File: src/rtl/sample_axis_packer.sv
// sample_axis_packer
//   Packs single-cycle sample strobes into an AXI4-Stream master. Samples are
//   buffered in a small synchronous FIFO. A one-word output register presents
//   them to the AXI DMA S2MM channel. TLAST is asserted every C_PACKET_LEN beats.
//
// Ports
//   ACLK, ARESET             clock (rising edge), async active-high reset
//   enable                   accept samples when high; low clears sticky flags
//   sample_data, data_valid  sample word and its one-cycle strobe
//   M_AXIS_T*                AXI4-Stream master (TDATA/TVALID/TREADY/TLAST)
//   overflow                 sticky: a sample arrived while the FIFO was full
//   fifo_level               registered FIFO occupancy, 0..C_FIFO_DEPTH
//   seq_error, seq_err_count sequence-gap monitor outputs
//
// Optional feature
//   Define SAMPLE_AXIS_PACKER_SEQ_CHECK_EN to build the sequence-gap checker.
//   Without it, seq_error and seq_err_count are tied to zero.
module sample_axis_packer #(
  parameter int C_M_AXIS_DATA_WIDTH = 32,
  parameter int C_PACKET_LEN        = 256,
  parameter int C_FIFO_DEPTH        = 16
) (
  input  logic                             ACLK,
  input  logic                             ARESET,
  input  logic                             enable,
  input  logic [C_M_AXIS_DATA_WIDTH-1:0]   sample_data,
  input  logic                             data_valid,
  output logic [C_M_AXIS_DATA_WIDTH-1:0]   M_AXIS_TDATA,
  output logic                             M_AXIS_TVALID,
  input  logic                             M_AXIS_TREADY,
  output logic                             M_AXIS_TLAST,
  output logic                             overflow,
  output logic [$clog2(C_FIFO_DEPTH):0]    fifo_level,
  output logic                             seq_error,
  output logic [15:0]                      seq_err_count
);

  localparam int AW = $clog2(C_FIFO_DEPTH);
  localparam int BW = (C_PACKET_LEN > 1) ? $clog2(C_PACKET_LEN) : 1;
  localparam logic [BW-1:0] LAST_BEAT  = BW'(C_PACKET_LEN - 1);
  localparam logic [AW:0]   FULL_LEVEL = (AW+1)'(C_FIFO_DEPTH);

  typedef enum logic {ST_EMPTY = 1'b0, ST_FULL = 1'b1} state_t;

  logic [C_M_AXIS_DATA_WIDTH-1:0] mem_q [C_FIFO_DEPTH];
  logic [AW-1:0]                  wr_ptr_q, wr_ptr_d, rd_ptr_q, rd_ptr_d;
  logic [AW:0]                    level_q, level_d;
  state_t                         state_q, state_d;
  logic [C_M_AXIS_DATA_WIDTH-1:0] tdata_q, tdata_d;
  logic                           tlast_q, tlast_d;
  logic [BW-1:0]                  beat_q, beat_d;
  logic                           overflow_q, overflow_d;

  logic fifo_full_s, fifo_empty_s, push_s, load_s, handshake_s;

  // Fullness uses the registered level, so a pop in the same cycle cannot make room.
  assign fifo_full_s  = (level_q == FULL_LEVEL);
  assign fifo_empty_s = (level_q == '0);
  assign push_s       = data_valid & enable & ~fifo_full_s;
  assign handshake_s  = (state_q == ST_FULL) & M_AXIS_TREADY;
  // Refill the output register whenever it is empty or being consumed this cycle.
  assign load_s       = ~fifo_empty_s & ((state_q == ST_EMPTY) | handshake_s);

  // FIFO storage write port.
  always_ff @(posedge ACLK) begin
    if (push_s) begin
      mem_q[wr_ptr_q] <= sample_data;
    end
  end

  // Output-stage state register.
  always_ff @(posedge ACLK or posedge ARESET) begin
    if (ARESET) begin
      state_q <= ST_EMPTY;
    end else begin
      state_q <= state_d;
    end
  end

  // Output-stage next-state logic.
  always_comb begin
    state_d = state_q;
    case (state_q)
      ST_EMPTY: state_d = fifo_empty_s ? ST_EMPTY : ST_FULL;
      ST_FULL:  state_d = (handshake_s && fifo_empty_s) ? ST_EMPTY : ST_FULL;
      default:  state_d = ST_EMPTY;
    endcase
  end

  // Output-stage datapath: pointers, level, beat counter, presented word.
  always_comb begin
    wr_ptr_d   = wr_ptr_q;
    rd_ptr_d   = rd_ptr_q;
    level_d    = level_q;
    beat_d     = beat_q;
    tdata_d    = tdata_q;
    tlast_d    = tlast_q;
    overflow_d = overflow_q;

    if (push_s) begin
      wr_ptr_d = wr_ptr_q + 1'b1;
    end else begin
      wr_ptr_d = wr_ptr_q;
    end

    case ({push_s, load_s})
      2'b10:   level_d = level_q + 1'b1;
      2'b01:   level_d = level_q - 1'b1;
      default: level_d = level_q;
    endcase

    if (handshake_s) begin
      beat_d = (beat_q == LAST_BEAT) ? '0 : beat_q + 1'b1;
    end else begin
      beat_d = beat_q;
    end

    // The word being loaded is presented with the post-handshake beat count.
    if (load_s) begin
      rd_ptr_d = rd_ptr_q + 1'b1;
      tdata_d  = mem_q[rd_ptr_q];
      tlast_d  = (beat_d == LAST_BEAT);
    end else if (handshake_s) begin
      tlast_d  = 1'b0;
    end else begin
      tlast_d  = tlast_q;
    end

    if (!enable) begin
      overflow_d = 1'b0;
    end else if (data_valid && fifo_full_s) begin
      overflow_d = 1'b1;
    end else begin
      overflow_d = overflow_q;
    end
  end

  // Datapath registers.
  always_ff @(posedge ACLK or posedge ARESET) begin
    if (ARESET) begin
      wr_ptr_q   <= '0;
      rd_ptr_q   <= '0;
      level_q    <= '0;
      beat_q     <= '0;
      tdata_q    <= '0;
      tlast_q    <= 1'b0;
      overflow_q <= 1'b0;
    end else begin
      wr_ptr_q   <= wr_ptr_d;
      rd_ptr_q   <= rd_ptr_d;
      level_q    <= level_d;
      beat_q     <= beat_d;
      tdata_q    <= tdata_d;
      tlast_q    <= tlast_d;
      overflow_q <= overflow_d;
    end
  end

  assign M_AXIS_TVALID = (state_q == ST_FULL);
  assign M_AXIS_TDATA  = tdata_q;
  assign M_AXIS_TLAST  = tlast_q;
  assign overflow      = overflow_q;
  assign fifo_level    = level_q;

`ifdef SAMPLE_AXIS_PACKER_SEQ_CHECK_EN
  logic [C_M_AXIS_DATA_WIDTH-1:0] seq_expect_q, seq_expect_d;
  logic                           seq_seeded_q, seq_seeded_d;
  logic                           seq_error_q, seq_error_d;
  logic [15:0]                    seq_cnt_q, seq_cnt_d;

  // Sequence checker; dropped samples are checked too, and enable low forces a reseed.
  always_comb begin
    seq_expect_d = seq_expect_q;
    seq_seeded_d = seq_seeded_q;
    seq_error_d  = seq_error_q;
    seq_cnt_d    = seq_cnt_q;
    if (!enable) begin
      seq_seeded_d = 1'b0;
      seq_error_d  = 1'b0;
    end else if (data_valid) begin
      seq_expect_d = sample_data + 1'b1;
      seq_seeded_d = 1'b1;
      if (seq_seeded_q && (sample_data != seq_expect_q)) begin
        seq_error_d = 1'b1;
        seq_cnt_d   = (seq_cnt_q == 16'hFFFF) ? seq_cnt_q : seq_cnt_q + 16'd1;
      end else begin
        seq_error_d = seq_error_q;
      end
    end else begin
      seq_seeded_d = seq_seeded_q;
    end
  end

  // Sequence checker registers.
  always_ff @(posedge ACLK or posedge ARESET) begin
    if (ARESET) begin
      seq_expect_q <= '0;
      seq_seeded_q <= 1'b0;
      seq_error_q  <= 1'b0;
      seq_cnt_q    <= 16'h0000;
    end else begin
      seq_expect_q <= seq_expect_d;
      seq_seeded_q <= seq_seeded_d;
      seq_error_q  <= seq_error_d;
      seq_cnt_q    <= seq_cnt_d;
    end
  end

  assign seq_error     = seq_error_q;
  assign seq_err_count = seq_cnt_q;
`else
  assign seq_error     = 1'b0;
  assign seq_err_count = 16'h0000;
`endif

endmodule

File: config.mk
export PLATFORM = sky130hd
export DESIGN_NAME = sample_axis_packer
export DESIGN_NICKNAME = d
export VERILOG_FILES = /design/src/rtl/sample_axis_packer.sv
export SDC_FILE = /design/constraint.sdc
export NUM_CORES = 1
export LEC_CHECK = 0
export CAP_MARGIN = 15
export CORE_ASPECT_RATIO = 0.6
export CORE_MARGIN = 2
export CORE_UTILIZATION = 60
export DETAILED_ROUTE_END_ITERATION = 7
export PLACE_DENSITY = 0.85
export SLEW_MARGIN = 15
export SYNTH_ARGS = -nofsm -noshare
export SYNTH_HDL_FRONTEND = slang
export SYNTH_SLANG_ARGS = --single-unit
File: constraint.sdc
create_clock -name ACLK -period 4.74 [get_ports ACLK]
set_input_delay 0.948 -clock ACLK [delete_from_list [all_inputs] [get_ports ACLK]]
set_output_delay 0.948 -clock ACLK [all_outputs]
set_load 0.01 [all_outputs]
* Yosys cells after proc, flatten, opt, wreduce, memory -nomap -nowiden *
Memories as Yosys holds them, arrays and structs flattened. A register that Yosys moved wholly into a read port is not among the register bits.
Index checks and enable logic that the tools add are counted.

cells by class
  $add $sub $neg = 5
  bitwise operators = 8
  equality and inequality tests = 6
  muxes and demuxes = 12
  reductions and logical operators = 5

operators with widths
  cell                   count
  $eq A8 B8 Y1 const B   2
  $mux W8                2
  $pmux W5 S2            1
  $add A4 B1 Y4 const B  2
  $add A8 B1 Y8 const B  1
  $mux W1                8
  $add A5 B1 Y5 const B  1
  $eq A5 B5 Y1 const B   1
  $logic_not A5 Y1       1
  $sub A5 B1 Y5 const B  1
  $and A1 B1 Y1          4
  $reduce_bool A2 Y1     2
  $not A1 Y1             3
  $eq A2 B1 Y1 const B   1
  $eq A2 B2 Y1 const B   1
  $logic_and A1 B1 Y1    2
  $ne A2 B1 Y1 const B   1
  $pmux W1 S2            1
  $or A1 B1 Y1           1

word-level totals
  bits of input ports = 37
  RAM bits = 512
  output and inout bits = 57
  word-level logic and storage cells = 44
  memories = 1
  bits in registers = 24

memory list
  memory  depth  bits a word  read ports  clocked after memory_dff  wr ports  RTL line  source
  mem_q   16     32           1           1                         1         45        logic [C_M_AXIS_DATA_WIDTH-1:0] mem_q [C_FIFO_DEPTH];

* Logic depth before layout (Yosys ltp) *
Gate-level depths: netlist of the first run.

  depth in word-level cells = 5
  depth in mapped cells = 14
  mapped depth without buffers = 12

* Worst setup path before layout of the first run *
Ideal clock, no wire load.

  path type = input port to flip-flop
  start = input port enable
  end = memory mem_q[3][0], enable pin
  slack = 0.610 ns
  buffers on the path = 0
  data required time = 4.279 ns
  stages on the path = 4
  setup time = 0.461 ns
  arrival = 3.669 ns
  cell sequence = nand2_1 a21oi_2 nand2_1 nor3_1

on the way
  word-level cells in the longest chain between the ends = 4

ends and longest elaborated chain
  item                           RTL line  source
  from (decl)                    25        input logic enable,
  $and A1 B1 Y1 (2 in series)    59        assign push_s = data_valid & enable & ~fifo_full_s;
  $mux W1                        66        if (push_s) begin
  $mux W1 (implied by the code)  67        mem_q[wr_ptr_q] <= sample_data;
  to (decl)                      45

No other way between the ends.

* Worst setup path after layout of the first run *
  start = input port M_AXIS_TREADY
  end = register level_q[4] (netlist: fifo_level[4])

on the way
  word-level cells in the longest chain between the ends = 5
  elaborated cells between the ends (all ways) = 7
  classes of those cells = eq/ne: 2; mux: 1; bitwise: 3; reduce/logical: 1

ends and longest elaborated chain
  item                                               RTL line  source
  from (decl)                                        30        input logic M_AXIS_TREADY,
  $and A1 B1 Y1 *                                    60        assign handshake_s = (state_q == ST_FULL) & M_AXIS_TREADY;
  $or A1 B1 Y1 *                                     62        assign load_s = ~fifo_empty_s & ((state_q == ST_EMPTY) | handshake_s);
  $and A1 B1 Y1 *                                    62
  via load_s                                         54        logic fifo_full_s, fifo_empty_s, push_s, load_s, handshake_s;
  $eq A2 B1 Y1 or $eq A2 B2 Y1 (tied branches)       106       case ({push_s, load_s})
  $pmux W5 S2 or $reduce_bool A2 Y1 (tied branches)  n/a
  to (signal assigned)                               151       level_q <= level_d;
  to (decl)                                          47        logic [AW:0] level_q, level_d;

The timed path passes the listed nets; every way through them passes the cells marked *.
A chain may end at the register's enable or synchronous reset.

==> impl_metrics.ini, run 1 <==
[clock_network]
cts_sinks = 568
tritoncts = done
cts_buffers = 48
clk_pin_slew_ps = 70
h-tree-depth = 2
clock_path_buffers = 3
cts_root_buf = clkbuf_16
cts.repair.resized = 0
cts_hold_buf = 0
postCtsSetupBuffers = 0
clock_latency_ps = 580

[synthesis]
yosysTopAreaCell = edfxtp_1
ys_top_cells_by_area = edfxtp_1, mux4_2, dfrtp_1, mux2i_1, o221ai_1
synth_seq_cells = 568
ys_dominant_reg_cell = edfxtp_1
syn_inst = 1032
netlist.area_leader.share = 0.697
synth_common_cells = edfxtp_1, mux4_2, mux2i_1
yosysWarnings = 0
synth_enable_flop_cells = 512
synth.most_common_cell = edfxtp_1
async_flop_share = 0.0986
ys_types = 48
avgSynthCellArea_um2 = 21.4
syn_area_um2 = 22100
ys_seq_area_frac = 0.760

[worst_setup_path]
max_stage_delay_ps = 550
cp.required_ps = 5230
rrSetupSlack_ps = 1530
cp_max_fo = 35
end_kind = flip-flop
crit_path_start_kind = primary input
crit_chain = clkdlybuf4s50_1 > nand2b_1 > nand2_4 > inv_6 > ha_1 > xor2_1 > ha_1 > o21a_1 > o21ai_0 > nand3b_1 > a21oi_1 > xor2_1
crit_type = primary input to flip-flop
worst-path-buf-inv = 2
worstPathArrival_ps = 3820
crit_slowest_cell = clkdlybuf4s50_1
critPathTopFamily = buffers and inverters

[grt]
gr-usage-all-layers = 0.260
antenna_found_initial = 0
grt_pass1_wl_um = 72300
grt_overflow_total = 0
grt_pass1_vias = 11047
grt_max_degree = 62

[sta]
max_freq_ghz = 0.300
finalSetupViolCount = 0
whs_ps = 491
period_minus_slack_ps = 3330
setup_tns_ps = 0
relSlewSlack = 0.314
rsz0062_at_grt = no
slew_viol_final = 0
period_share = 0.703
tightest_slew_ps = 1030
finalHoldViolations = 0
fin_worst_skew_ps = 33.7

[drt]
viasPerCell = 6.46
vias = 10654
antenna_left = 0
routed_wl_um = 48500
first_pass_iters = 5
drt_iter0_drc = 1386
drt-wirelength-per-cell_um = 29.4
route.detailed.drc = 0

[die]
dieArea_um2 = 38400
fp.dieH_um = 153
core_um2 = 36300
num_io_pins = 94
initial_core_util = 0.608
rows = 54
die_width_um = 252

[finish]
fin_util = 0.687
final_net_count = 1183
seq_area_um2 = 16800
n_antenna_cell = 0
multi_input_area_um2 = 4960
nFillCells = 2154
area_delta_synth_final_pct = 12.9
layout-drive-gt1-share = 0.221

[run_status]
outcome = complete, no violations

[power]
ir_drop_mv = 0.374
p_leak_nw = 8.19
powerDensity_nw_per_um2 = 567

[min_path]
hold_class = flip-flop to flip-flop

[place]
gp_congestion = 0.860
portBuffers = 76
hpwl_um = 28000

[flow_run]
cap_violations = 0
-- stage by stage --
stage                     cells  instance area (µm²)  setup slack, ps  power [mW]
after floorplan            1048                22100              610        9.05
after global placement     1562                23400              961        10.2
after detailed placement   1562                23400              891        10.3
after CTS                  1650                24900             1460        14.2
after global routing       1650                24900             1240        14.6
final                      1650                24900             1410        14.1
-- per-layer routing --
metal | track usage | up-vias | part of all wire
met5 | 0 | - | 0
met4 | 0.0697 | 0 | 0.024
met3 | 0.0618 | 79 | 0.10
met2 | 0.398 | 626 | 0.47
met1 | 0.384 | 5535 | 0.40
li1 | - | 4414 | -
-- sequential cells by signal (all words and copies together), names as in the netlist --
signal	count
M_AXIS_TLAST	1
beat_q	8
mem_q	512
wr_ptr_q	4
overflow	1
M_AXIS_TVALID	1
fifo_level	5
rd_ptr_q	4
M_AXIS_TDATA	32
-- kinds of logic after synthesis --
| group | Yosys count | synth area share |
|---|---|---|
| AOI/OAI and AO/OA | 59 | 0.0206 |
| xor gates and xnor gates | 18 | 0.00715 |
| adders and majority gates | 10 | 0.00567 |
| buffers and inverters | 74 | 0.0223 |
| DFF | 568 | 0.760 |
| muxes | 193 | 0.160 |
| other | 1 | 0.000170 |
| and+or+nand+nor | 109 | 0.0235 |
-- layout by cell type (no fill, tap or decap), types with 17 or more instances in the layout --
| master | n |
|---|---|
| mux2i_1 | 64 |
| dfrtp_1 | 52 |
| o221ai_1 | 32 |
| mux4_2 | 128 |
| clkdlybuf4s50_1 | 76 |
| conb_1 | 17 |
| buf_4 | 26 |
| edfxtp_1 | 512 |
| clkbuf_16 | 48 |
| nand2_1 | 54 |
-- cell type report --
class,count,area share
clock buffers,67,0.0523
well taps,476,0.0239
multi-input cells,406,0.199
flip-flops and latches,568,0.674
clock inverters,21,0.00813
repair buffers,106,0.0416
inverters,6,0.00110
-- worst reg2reg max path, stage by stage, from the launching register on --
cell and delay (ps):
dfrtp_1 500, nor4_4 390, nand2b_2 140, nand2_4 460
inv_6 120, ha_1 340, xor2_1 190, ha_1 240
o21a_1 170, o21ai_0 160, nand3b_1 100, a21oi_1 190
xor2_1 150
-- report_power, final --
| group | switching (mW) | total (mW) | internal (mW) |
|---|---|---|---|
| Sequential | 0.684 | 6.60 | 5.92 |
| Combinational | 1.77 | 3.65 | 1.89 |
| Clock | 1.77 | 3.87 | 2.10 |
| Total | 4.23 | 14.1 | 9.90 |
-- worst paths after layout --
path	startpoint	cells past startpoint	end
setup / recovery	M_AXIS_TREADY	12	fifo_level[4]
hold / removal	M_AXIS_TDATA[10]	2	M_AXIS_TDATA[10]
setup reg to reg	fifo_level[1]	12	fifo_level[4]
hold reg to reg	M_AXIS_TDATA[10]	2	M_AXIS_TDATA[10]
max in group asynchronous	ARESET	3	M_AXIS_TDATA[23]
min in group asynchronous	ARESET	2	wr_ptr_q[2]
(Power assumes the default switching activity.)
==> inputs of run 2 (changes only) <==
- CORE_UTILIZATION: 60 -> 54
- PLACE_DENSITY: 0.85 -> 0.81
- clock period: 4.74 -> 3 ns (I/O delays scaled with it)
==> impl_metrics.ini, run 2 (synthesis gave the netlist of run 1 again) <==
[run_status]
outcome = complete, no violations

[die]
rows = 57
num_io_pins = 94
die_width_um = 265
core_um2 = 40400
initial_core_util = 0.547
fp.dieH_um = 161
dieArea_um2 = 42500

[place]
hpwl_um = 27200
dp.cells = 1632
gp_congestion = 0.767
portBuffers = 76

[clock_network]
tritoncts = done
clk_pin_slew_ps = 70
clock_path_buffers = 3
cts.repair.resized = 0
cts_buffers = 49
cts_sinks = 568
clock_latency_ps = 570
postCtsSetupBuffers = 0
cts_hold_buf = 0
cts_root_buf = clkbuf_16
h-tree-depth = 2

[finish]
regMostFlops = mem_q
final_cells = 1725
mostFrequentLayoutCells = edfxtp_1, mux4_2, clkdlybuf4s50_1
largest_reg_flops = 512
fin_util = 0.628
area_delta_synth_final_pct = 14.8
final_net_count = 1199
layout-drive-gt1-share = 0.231
layout_commonest_cell = edfxtp_1

[worst_setup_path]
end_kind = flip-flop
crit_path_start_kind = flip-flop
cp.required_ps = 3490
worstPathArrival_ps = 3060
r2r_cells = 12
critical_path.startpoint = fifo_level[1]
cp_max_fo = 9
timing.rr.start = fifo_level[1]
crit_type = flip-flop to flip-flop

[power]
p_leak_nw = 8.35
powerDensity_nw_per_um2 = 886
ir_drop_mv = 0.606

[sta]
period_share = 0.858
finalHoldViolations = 0
period_minus_slack_ps = 2570
fin_worst_skew_ps = 22.4
relSlewSlack = 0.553
finalSetupViolCount = 0
max_freq_ghz = 0.389
setup_tns_ps = 0
slew_viol_final = 0
tightest_slew_ps = 668
rsz0062_at_grt = no

[flow_run]
cap_violations = 0

[drt]
drt_iter0_drc = 1235
viasPerCell = 6.18
first_pass_iters = 5
route.detailed.drc = 0
vias = 10659
routed_wl_um = 46800
wl_met2_um = 21900
antenna_left = 0
wl_met3_um = 4160
met1_length_um = 20200
top_layer = met4
drt-wirelength-per-cell_um = 27.2

[grt]
grt_pass1_vias = 10889
grt_pass1_wl_um = 70200
antenna_found_initial = 1
grt_overflow_total = 0
grt_max_degree = 57
gr-usage-all-layers = 0.225

[min_path]
hold_class = primary input to asynchronous set/reset pin
[run 2: per-layer routing]
| metal | vias up | global-route usage |
|---|---|---|
| met4 | 0 | 0.0367 |
| met3 | 59 | 0.0445 |
| met1 | 5616 | 0.345 |
| met5 | - | 0 |
| met2 | 526 | 0.346 |
| li1 | 4458 | - |
[run 2: stage by stage]
step / cell area [µm²] / worst slack [ps] / power (mW) / hold slack (ps)
after CTS: 25300 / 414 / 22.6 / 434
final: 25300 / 427 / 22.4 / 440
after global placement: 23700 / 217 / 16.1 / 470
after global routing: 25300 / 170 / 23.4 / 478
after floorplan: 22100 / 42.1 / 14.3 / 494
after detailed placement: 23700 / 246 / 16.3 / 479
[run 2: area by class of cell]
class / count / area (µm²)
fill: 2644 / 15000
tap: 531 / 664
sequential: 568 / 16800
multi-input combinational: 406 / 4990
clock buffer: 64 / 1330
inverter: 6 / 27.5
clock inverter: 28 / 256
timing repair buffer: 121 / 1270
antenna: 1 / 2.50
[run 2: worst paths after layout]
check	to	slack, ps
max reg2reg	fifo_level[4]	430
min reg2reg	M_AXIS_TDATA[2]	490
max	fifo_level[4]	430
min in group ACLK	M_AXIS_TDATA[2]	490
max in group asynchronous	rd_ptr_q[0]	2220
min	M_AXIS_TDATA[7]	440
[run 2: worst max-delay path: stages, from the launching register on]
cell and delay (ps):
dfrtp_1 510, nor4_4 410, nand2b_2 140, nand2_4 100, inv_6 30, ha_1 210
xor2_1 150, ha_1 230, o21a_1 170, o21ai_0 140, nand3b_1 90, a21oi_1 170
xor2_1 150
[run 2: power breakdown]
| part | switching [mW] | total (mW) | internal (mW) | leakage (nW) |
|---|---|---|---|---|
| clock | 2.80 | 6.30 | 3.50 | 0.784 |
| combinational | 2.97 | 6.06 | 3.08 | 2.27 |
| sequential | 0.731 | 10.1 | 9.35 | 5.29 |
| total | 6.50 | 22.4 | 15.9 | 8.35 |
==> inputs of run 3 (changes only) <==
- ABC_AREA: not set -> 1
- CORE_UTILIZATION: 54 -> 55
- PLACE_DENSITY: 0.81 -> 0.82
==> impl_metrics.ini, run 3 <==
[drt]
drt_iter0_drc = 2237
antenna_left = 0
vias = 15312
drt-wirelength-per-cell_um = 21.5
route.detailed.drc = 0
first_pass_iters = 6
routed_wl_um = 56800
viasPerCell = 5.80

[synthesis]
ys_dominant_reg_cell = edfxtp_1
synth_common_cells = nand2_1, edfxtp_1, nand3_1
syn_inst = 1957
syn_area_um2 = 23200
async_flop_share = 0.0986
ys_top_cells_by_area = edfxtp_1, nand2_1, nand3_1, dfrtp_1, buf_2
netlist.area_leader.share = 0.664
synth.most_common_cell = nand2_1
yosysTopAreaCell = edfxtp_1
yosysWarnings = 0
synth_enable_flop_cells = 512
synth_seq_cells = 568
avgSynthCellArea_um2 = 11.8
ys_types = 29
ys_seq_area_frac = 0.725

[sta]
period_minus_slack_ps = 2430
period_share = 0.809
setup_tns_ps = 0
fin_worst_skew_ps = 22.8
finalHoldViolations = 0
rsz0062_at_grt = no
max_freq_ghz = 0.412
slew_viol_final = 0
relSlewSlack = 0.258
finalSetupViolCount = 0
tightest_slew_ps = 1110

[die]
die_width_um = 269
num_io_pins = 94
initial_core_util = 0.555
core_um2 = 41700
rows = 58
fp.dieH_um = 163
dieArea_um2 = 43800

[clock_network]
tritoncts = done
cts_root_buf = clkbuf_16
cts.repair.resized = 0
cts_sinks = 568
h-tree-depth = 2
cts_hold_buf = 0
cts_buffers = 48
clock_latency_ps = 600
clock_path_buffers = 3
clk_pin_slew_ps = 70
postCtsSetupBuffers = 0

[worst_setup_path]
rrSetupSlack_ps = 570
cp.required_ps = 3520
crit_type = flip-flop to flip-flop
timing.rr.start = rd_ptr_q[1]
crit_end = M_AXIS_TDATA[19]
crit_path_start_kind = flip-flop
end_kind = flip-flop
r2r_cells = 5
worstPathArrival_ps = 2950
critical_path.startpoint = rd_ptr_q[1]
cp_max_fo = 36
reg2reg_to = M_AXIS_TDATA[19]

[grt]
antenna_found_initial = 1
grt_overflow_total = 0
gr-usage-all-layers = 0.266
grt_pass1_vias = 14842
grt_pass1_wl_um = 87200
grt_max_degree = 83

[finish]
layout_commonest_cell = nand2_1
largest_reg_flops = 512
final_net_count = 2076
fin_util = 0.633
mostFrequentLayoutCells = nand2_1, edfxtp_1, nand3_1
area_delta_synth_final_pct = 14.1
layout-drive-gt1-share = 0.0750
regMostFlops = mem_q
nFillCells = 2980

[min_path]
hold_class = primary input to asynchronous set/reset pin

[place]
hpwl_um = 33200
gp_congestion = 0.906
portBuffers = 76

[power]
p_leak_nw = 9.87
powerDensity_nw_per_um2 = 943
total_power_mw = 24.9
ir_drop_mv = 0.517

[flow_run]
cap_violations = 0

[run_status]
outcome = complete, no violations
## run 3: area by class of cell
cell class                      instances  area [µm²]  area share
Tap cell                              570         713      0.0270
Clock inverter                         20         309      0.0117
Clock buffer                           69        1350      0.0511
Inverter                               36         140     0.00530
Multi-Input combinational cell       1245        5640       0.213
Sequential cell                       568       16800       0.635
Timing Repair Buffer                  130        1480      0.0560
Antenna cell                            1        2.50   0.0000947
## run 3: how the worst min path moves through the flow
stage / start / to / slack, ps / depth (start not counted)
floorplan: beat_q[1] / beat_q[1] / 490 / 2
global placement: M_AXIS_TDATA[19] / M_AXIS_TDATA[19] / 460 / 2
detailed placement: M_AXIS_TDATA[25] / M_AXIS_TDATA[25] / 470 / 2
CTS: ARESET / rd_ptr_q[1] / 410 / 3
global route: ARESET / M_AXIS_TDATA[31] / 430 / 3
finish: ARESET / M_AXIS_TDATA[16] / 410 / 3
## run 3: cells by family (layout without fill, tap and decap cells)
logic type,Yosys count,count (layout),synth area share
other cells,1,18,0.000162
simple gates,1109,1109,0.201
flops,568,568,0.725
compound gates,98,98,0.0253
buf+inv,160,255,0.0394
xor+xnor,11,11,0.00416
fa+ha+maj,10,10,0.00540
## run 3: stage by stage
step,hold WS (ps),std cells,cell area [µm²],setup WS [ps]
final,407,2639,26400,572
after CTS,405,2638,26400,574
after global placement,465,2549,24800,235
after floorplan,488,1973,23200,-504
after detailed placement,469,2549,24800,245
after global routing,430,2639,26400,436
## run 3: report_power, final
group	internal, mW	leakage [nW]	switching (mW)
combinational	2.70	3.78	5.69
clock	3.76	0.795	2.81
sequential	9.34	5.29	0.600
## run 3: per-layer routing
| metal | track usage | share of wire | vias to the layer above |
|---|---|---|---|
| met5 | 0 | 0 | - |
| met4 | 0.0543 | 0.016 | 0 |
| met3 | 0.0544 | 0.14 | 79 |
| met2 | 0.396 | 0.44 | 1048 |
| met1 | 0.411 | 0.40 | 7297 |
| li1 | - | - | 6888 |
## run 3: worst max-delay path: stages, from the launching register on
cell      delay, ps
dfrtp_4         720
nor2_4          940
a21oi_1         290
nand3b_1        180
nand3_1         110
nand2_1          70
